===== config.mk =====
export PLATFORM = sky130hd
export DESIGN_NAME = reg_sequencer
export DESIGN_NICKNAME = d
export VERILOG_FILES = /design/src/rtl/reg_sequencer_pkg.sv /design/src/rtl/reg_sequencer.sv
export SDC_FILE = /design/constraint.sdc
export NUM_CORES = 1
export LEC_CHECK = 0
export ABC_AREA = 1
export CAP_MARGIN = 15
export CORE_ASPECT_RATIO = 1.2
export CORE_MARGIN = 5
export CORE_UTILIZATION = 36
export CTS_CLUSTER_SIZE = 16
export DETAILED_ROUTE_END_ITERATION = 16
export GPL_ROUTABILITY_DRIVEN = 0
export PLACE_DENSITY_LB_ADDON = 0.15
export SLEW_MARGIN = 20
export SYNTH_ARGS = -nofsm -noshare
export SYNTH_HDL_FRONTEND = slang
export SYNTH_SLANG_ARGS = --single-unit

===== constraint.sdc =====
create_clock -name clk -period 1.1 [get_ports clk]
set_input_delay 0.165 -clock clk [delete_from_list [all_inputs] [get_ports clk]]
set_output_delay 0.165 -clock clk [all_outputs]
set_load 0.05 [all_outputs]

===== src/rtl/reg_sequencer_pkg.sv =====
// Shared encodings for the register command sequencer: op codes, FSM states
// and small op-classification helpers.
package reg_sequencer_pkg;

    localparam int OP_W = 3;

    localparam logic [OP_W-1:0] OP_CLR  = 3'd0;
    localparam logic [OP_W-1:0] OP_LOAD = 3'd1;
    localparam logic [OP_W-1:0] OP_INC  = 3'd2;
    localparam logic [OP_W-1:0] OP_DEC  = 3'd3;
    localparam logic [OP_W-1:0] OP_SHR  = 3'd4;
    localparam logic [OP_W-1:0] OP_SHL  = 3'd5;

    typedef enum logic [1:0] {
        ST_IDLE = 2'd0,
        ST_RUN  = 2'd1,
        ST_DONE = 2'd2
    } state_t;

    // Ops that honour the repeat count.
    function automatic logic op_is_repeat(input logic [OP_W-1:0] op);
        return (op == OP_INC) || (op == OP_DEC) || (op == OP_SHR) || (op == OP_SHL);
    endfunction

    // Codes 6 and 7 complete without issuing any strobe.
    function automatic logic op_is_nop(input logic [OP_W-1:0] op);
        return op > OP_SHL;
    endfunction

endpackage


===== src/rtl/reg_sequencer.sv =====
// Expands one accepted command into consecutive single-cycle register strobes,
// then pulses done once the register output holds the final value.
module reg_sequencer
    import reg_sequencer_pkg::*;
#(
    parameter int DATA_WIDTH = 16,
    parameter int CNT_WIDTH  = 4
) (
    input  logic                  clk,
    input  logic                  rst,
    input  logic                  cmd_valid,
    output logic                  cmd_ready,
    input  logic [OP_W-1:0]       cmd_op,
    input  logic [CNT_WIDTH-1:0]  cmd_count,
    input  logic [DATA_WIDTH-1:0] cmd_data,
    input  logic                  cmd_fill,
    output logic                  cl,
    output logic                  ld,
    output logic                  inc,
    output logic                  dec,
    output logic                  sr,
    output logic                  sl,
    output logic [DATA_WIDTH-1:0] in,
    output logic                  ir,
    output logic                  il,
    output logic                  busy,
    output logic                  done
);

    state_t                  state_q, state_next;
    logic [OP_W-1:0]         op_q;
    logic [DATA_WIDTH-1:0]   data_q;
    logic                    fill_q;
    logic [CNT_WIDTH-1:0]    rem_q;
    logic                    accept;

    assign accept = (state_q == ST_IDLE) && cmd_valid;

    always_ff @(posedge clk) begin
        if (rst) begin
            state_q <= ST_IDLE;
            op_q    <= OP_CLR;
            data_q  <= '0;
            fill_q  <= 1'b0;
            rem_q   <= '0;
        end else begin
            state_q <= state_next;
            if (accept) begin
                op_q   <= cmd_op;
                data_q <= cmd_data;
                fill_q <= cmd_fill;
                rem_q  <= cmd_count;
            end else if (state_q == ST_RUN) begin
                rem_q <= rem_q - CNT_WIDTH'(1);
            end
        end
    end

    always_comb begin
        state_next = state_q;
        cmd_ready  = 1'b0;
        done       = 1'b0;
        cl         = 1'b0;
        ld         = 1'b0;
        inc        = 1'b0;
        dec        = 1'b0;
        sr         = 1'b0;
        sl         = 1'b0;
        case (state_q)
            ST_IDLE: begin
                cmd_ready = 1'b1;
                if (cmd_valid) begin
                    // Zero-strobe commands skip RUN so done lands one cycle after accept.
                    if (op_is_nop(cmd_op) || (op_is_repeat(cmd_op) && cmd_count == '0))
                        state_next = ST_DONE;
                    else
                        state_next = ST_RUN;
                end
            end
            ST_RUN: begin
                case (op_q)
                    OP_CLR:  cl  = 1'b1;
                    OP_LOAD: ld  = 1'b1;
                    OP_INC:  inc = 1'b1;
                    OP_DEC:  dec = 1'b1;
                    OP_SHR:  sr  = 1'b1;
                    OP_SHL:  sl  = 1'b1;
                    default: ;
                endcase
                if (!op_is_repeat(op_q) || rem_q == CNT_WIDTH'(1))
                    state_next = ST_DONE;
            end
            ST_DONE: begin
                done       = 1'b1;
                state_next = ST_IDLE;
            end
            default: state_next = ST_IDLE;
        endcase
    end

    assign busy = (state_q != ST_IDLE);
    assign in   = data_q;
    assign ir   = fill_q;
    assign il   = fill_q;

endmodule


==> flow_metrics.py, run 1 <==
metrics = {
    "floorplan": {
        "num_rows": 22,
        "die_area_mm2": 0.004433,
        "io_pins": 54,
        "core_mm2": 0.003083,
        "die_w_um": 61.62,
        "start_util_pct": 37.34,
        "dieHeight_um": 71.95,
    },
    "clocking": {
        "cts_root_buf": "clkbuf_4",
        "cts_buffers": 3,
        "clock_sinks": 26,
        "worstSkewPairLatency_ns": 0.32,
        "h-tree-depth": 1,
        "cts.path.max_buffers": 2,
        "cts_tree": "built",
        "cts.clk_slew.worst_paths_ns": 0.13,
    },
    "timing": {
        "fin_crit_ns": 1.448,
        "setup_violations": 34,
        "worst_hold_slack_ns": 0.4254,
        "finalMaxSlewViolations": 0,
        "fmax_mhz": 690.5,
        "hold_viol_final": 0,
        "fin_crit_sh_pct": 131.7,
        "setup_tns_ns": -8.137,
        "worst_slack_ns": -0.3482,
        "rsz0062_at_grt": "yes",
        "finalClockSkew_ns": 0.001784,
        "worst_slew_pin_slew_ns": 0.3189,
        "slew_headroom_pct": 78.67,
    },
    "synth": {
        "synth_seq_cells": 26,
        "synth.area.top_cells": "dfxtp_1 45%, nor2_1 15%, o21ai_0 9.1%",
        "seq_area_frac_synth_pct": 45.22,
        "avgSynthCellArea_um2": 6.976,
        "synth_warnings": 0,
        "ys_types": 20,
        "netlist.area_leader.share_pct": 45.22,
        "syn_area_mm2": 0.001151,
        "synthCells": 165,
        "synth_top_area_cell": "dfxtp_1",
        "syn_nets": 194,
    },
    "pwr": {
        "pwr-share-clk_pct": 13.4,
        "p_leak_nw": 1.100,
        "seq_power_share_pct": 38.1,
        "p_int_mw": 1.903,
        "p_switching_mw": 1.113,
        "comb_power_share_pct": 48.5,
        "switching_share_pct": 36.90,
        "ir_drop_mv": 1.270,
        "power_density_mw_per_mm2": 1165,
    },
    "drt": {
        "wl_per_cell_um": 14.41,
        "antenna_left": 0,
        "drtIter0Drc": 53,
        "post-route-drc-count": 0,
        "drtPass1Iterations": 4,
        "vias": 1361,
        "finalWirelength_mm": 3.992,
        "via_per_inst": 4.913,
    },
    "grt": {
        "grt_pass1_vias": 1444,
        "overflow": 0,
        "grt_antenna_before_repair": 0,
        "grt_max_degree": 14,
        "grt_pass1_wl_mm": 6.285,
        "track_usage_pct": 18.25,
    },
    "worst_hold_path": {
        "min_path_type": "input pin to register",
    },
    "placed_design": {
        "hpwl_mm": 2.733,
        "pre_cts_slack_ns": -0.2445,
        "port-buffer-count": 53,
    },
    "setup_path": {
        "crit_type": "register to output port",
        "worstPathArrival_ns": 1.28,
        "critPathRequiredTime_ns": 0.94,
        "start_kind": "register",
        "cp-end-kind": "output port",
        "crit_fanout": 6,
    },
    "layout": {
        "area.growth.synth_to_final_pct": 124.8,
        "n_antenna_cell": 0,
        "drive_gt1_share_pct": 50.21,
        "nNetsFinal": 272,
    },
    "job": {
        "cap_violations": 0,
    },
    "outcome": {
        "outcome": "complete, but fails checks",
        "violations": "setup timing",
    },
}
worst max-delay path: stages (launching register included):
cell and delay [ns]:
dfxtp_4 0.39, buf_12 0.11, nand2_8 0.07, nor3_4 0.23, buf_12 0.16
state kept, by name (all words and copies together), names as in the netlist:
signal   count
op_q         3
state_q      2
rem_q        4
il           1
in          16
power groups by stage:
stage | sequential, mW | clock, mW | combinational, mW
after floorplan | 1.33 | 0 | 0.403
after global placement | 1.15 | 0 | 1.16
after detailed placement | 1.16 | 0 | 1.19
after CTS | 1.13 | 0.407 | 1.33
after global routing | 1.16 | 0.456 | 1.55
final | 1.15 | 0.403 | 1.46
through the flow:
step	std cells	utilization [%]	power, mW	area, µm²
2_1_floorplan	165	-	1.729	1244
3_3_place_gp	260	70.66	2.314	2178
3_5_place_dp	260	70.66	2.345	2178
4_1_cts	271	77.03	2.865	2375
5_1_grt	277	83.93	3.172	2587
6_report	277	83.93	3.015	2587
synthesized netlist by cell type (all sizes together):
master	instances
dfxtp	26
o21ai	21
nor3	4
nand2	22
or2	1
a21oi	7
ha	2
clkbuf	2
buf	5
nor2	48
inv	16
nand3	11
cell type report:
type                    instances  area, µm²
repair buffers                 80       1131
multi-input cells             116      754.5
flip-flops and latches         26      549.3
fillers                       186      495.5
inverters                      16      85.08
well taps                      36      45.04
clock buffers                   3      22.52
worst paths after layout:
path                      from  endpoint  slack [ns]  cells past startpoint
setup reg to reg    state_q[1]     in[7]       -0.29                      9
hold / removal    cmd_count[0]  rem_q[0]        0.43                      3
setup / recovery    state_q[0]        sl       -0.35                      4
hold reg to reg          in[2]     in[2]        0.51                      2
metal layers:
layer | share of wire, % | up-vias | GRT usage [%]
met3 | 6.7 | 7 | 3.915
li1 | - | 672 | -
met1 | 34 | 627 | 19.43
met4 | 1.7 | 0 | 4.481
met5 | 0 | - | 0
met2 | 58 | 55 | 34.81
cells in the final DEF, fill, tap and decap left out, types with 2 or more instances in the layout:
cell type         n
o21ai_1           5
dfxtp_2          11
inv_4             3
nand3_2           3
buf_12           33
clkbuf_4          3
dfxtp_1          11
nand2_4           4
o21ai_2          16
nand2_1          15
nand2_8           2
clkdlybuf4s50_1  26
nor3_4            4
nand3_1           8
ha_1              2
nor2_1           37
buf_4            15
nor2_2            6
a21oi_1           5
dfxtp_4           4
a21oi_2           2
nor2_4            5
inv_1            10
buf_6             4
repair_timing:
| item | in CTS | in global routing |
|---|---|---|
| hold buffers | 0 | 0 |
| resized for setup | 37 | 49 |
| gates cloned | 1 | 1 |
| pin swaps | 5 | 27 |
| endpoints found under the setup margin | 19 | 42 |
| buffers inserted | 7 | 6 |
kinds of logic (layout without fill, tap and decap cells):
group | count (synthesis) | after routing | share of synthesized area, %
simple gates | 86 | 86 | 31.41
compound gates | 28 | 28 | 12.17
flops | 26 | 26 | 45.22
buf+inv | 23 | 99 | 9.019
fa+ha+maj | 2 | 2 | 2.174
Note: power is estimated with default switching activity, not from simulation.
==> run 2: changes to the inputs <==
CTS_CLUSTER_DIAMETER = 80   (was default)
==> results of run 2 <==
No change in the layout: final DEF, timing and power equal those of run 1.
==> run 3: changes to the inputs <==
MAX_ROUTING_LAYER = met4   (was default)
==> run 3 against run 2 <==
  * Largest power group unchanged
  * First-iteration DRC count increased by 23%
  * Flip-flop and latch count did not move
  * Clock skew barely moved
  * The flow still finishes with violations (setup timing)
  * Total power barely moved
  * Global-route usage rose by 0.51 points
  * Via count is 0.22% higher
  * Routed wire length down 0.45%
  * Combinational power is essentially flat
  * Critical path depth stayed put
  * Die area unchanged
  * Register-to-register slack barely moved
==> flow_metrics.py, run 3 (synthesis results as in run 1) <==
metrics = {
    "setup_path": {
        "cpMostUsedCell": "buf_12",
        "max_stage_delay_ns": 0.39,
        "crit_type": "register to output port",
        "critPathRequiredTime_ns": 0.94,
        "cp-end-kind": "output port",
        "r2r_setup_slack_ns": -0.29,
        "start_kind": "register",
        "path_delay_family": "flip-flops",
        "critical_path_buf_inv_count": 2,
        "cp_slowest_cell": "dfxtp_4",
        "crit_fanout": 6,
        "cp_cell_sequence": "buf_12 -> nand2_8 -> nor3_4 -> buf_12",
        "worstPathArrival_ns": 1.28,
    },
    "floorplan": {
        "die_w_um": 61.62,
        "die_area_mm2": 0.004433,
        "core_mm2": 0.003083,
        "start_util_pct": 37.34,
        "dieHeight_um": 71.95,
        "io_pins": 54,
        "num_rows": 22,
    },
    "timing": {
        "fin_crit_sh_pct": 131.6,
        "finalMaxSlewViolations": 0,
        "fmax_mhz": 690.7,
        "fin_crit_ns": 1.448,
        "finalClockSkew_ns": 0.001760,
        "setup_tns_ns": -8.135,
        "worst_slew_pin_slew_ns": 0.3189,
        "worst_slack_ns": -0.3479,
        "setup_violations": 34,
        "slew_headroom_pct": 78.67,
        "hold_viol_final": 0,
        "worst_hold_slack_ns": 0.4258,
        "rsz0062_at_grt": "yes",
    },
    "layout": {
        "nNetsFinal": 272,
        "largest_reg_flops": 16,
        "final_common_cell": "nor2_1",
        "finalNonFillerCells": 277,
        "drive_gt1_share_pct": 50.21,
        "nFillCells": 186,
        "area.sequential_um2": 549.3,
        "final_cell_mix": "37 x nor2_1, 33 x buf_12, 26 x clkdlybuf4s50_1",
        "multi_input_area_um2": 754.5,
        "n_antenna_cell": 0,
        "area.growth.synth_to_final_pct": 124.8,
    },
    "drt": {
        "antenna_left": 0,
        "drtPass1Iterations": 4,
        "finalWirelength_mm": 3.974,
        "wl_per_cell_um": 14.35,
        "vias": 1364,
        "via_per_inst": 4.924,
        "post-route-drc-count": 0,
        "drtIter0Drc": 65,
    },
    "pwr": {
        "p_leak_nw": 1.100,
        "power_density_mw_per_mm2": 1165,
        "ir_drop_mv": 1.269,
    },
    "worst_hold_path": {
        "min_path_type": "input pin to register",
    },
    "grt": {
        "track_usage_pct": 18.76,
        "grt_pass1_vias": 1448,
        "grt_antenna_before_repair": 0,
        "grt_max_degree": 14,
        "grt_pass1_wl_mm": 6.272,
        "overflow": 0,
    },
    "clocking": {
        "cts.clk_slew.worst_paths_ns": 0.13,
        "clock_sinks": 26,
        "cts_tree": "built",
        "cts_root_buf": "clkbuf_4",
        "cts.path.max_buffers": 2,
        "ctsHoldBuffers": 0,
        "worstSkewPairLatency_ns": 0.32,
        "h-tree-depth": 1,
        "cts_buffers": 3,
    },
    "placed_design": {
        "dpl.cell_count": 260,
        "hpwl_mm": 2.733,
        "port-buffer-count": 53,
    },
    "outcome": {
        "violations": "setup timing",
        "outcome": "complete, but fails checks",
    },
    "job": {
        "cap_violations": 0,
    },
}
run 3: repair_timing:
item,4_1_cts,5_1_grt
endpoints found under the hold margin,0,0
pin swaps,5,27
cloned,1,1
endpoints found under the setup margin,19,42
gates resized for setup,37,49
buffers inserted,7,6
run 3: worst paths after layout:
path | endpoint | start | cells after the start
max reg2reg | in[7] | state_q[1] | 9
max | sl | state_q[0] | 4
min | rem_q[0] | cmd_count[0] | 3
min reg2reg | in[2] | in[2] | 2
run 3: worst min-delay path, delay by kind of cell:
kind                   cells  cell delay [ns]
buffers and inverters      1             0.42
and+or+nand+nor            1             0.08
AOI/OAI and AO/OA          1             0.05
run 3: layout make-up:
cell class / count / share of cell area, %
clock buffer: 3 / 0.8704
inverter: 16 / 3.288
multi-input combinational: 116 / 29.16
sequential: 26 / 21.23
tap: 36 / 1.741
timing repair buffer: 80 / 43.71
run 3: routing by layer:
layer | vias to the layer above | part of all wire, % | GRT usage [%]
met1 | 636 | 36 | 20.75
met2 | 45 | 58 | 34.81
li1 | 674 | - | -
met4 | 0 | 1.8 | 4.481
met5 | - | 0 | -
met3 | 9 | 4.4 | 1.779
run 3: where the power goes:
part | total [mW] | switching [mW] | internal [mW] | leakage [nW]
combinational | 1.46 | 0.730 | 0.731 | 0.864
sequential | 1.15 | 0.107 | 1.04 | 0.221
clock | 0.403 | 0.275 | 0.129 | 0.0138
run 3: per-stage QoR:
stage | total power [mW] | setup slack [ns] | instance area [µm²] | util, %
2_1_floorplan | 1.729 | -0.1337 | 1244 | -
3_3_place_gp | 2.314 | -0.1898 | 2178 | 70.66
3_5_place_dp | 2.345 | -0.2445 | 2178 | 70.66
4_1_cts | 2.865 | -0.3307 | 2375 | 77.03
5_1_grt | 3.171 | -0.4036 | 2587 | 83.93
6_report | 3.015 | -0.3479 | 2587 | 83.93
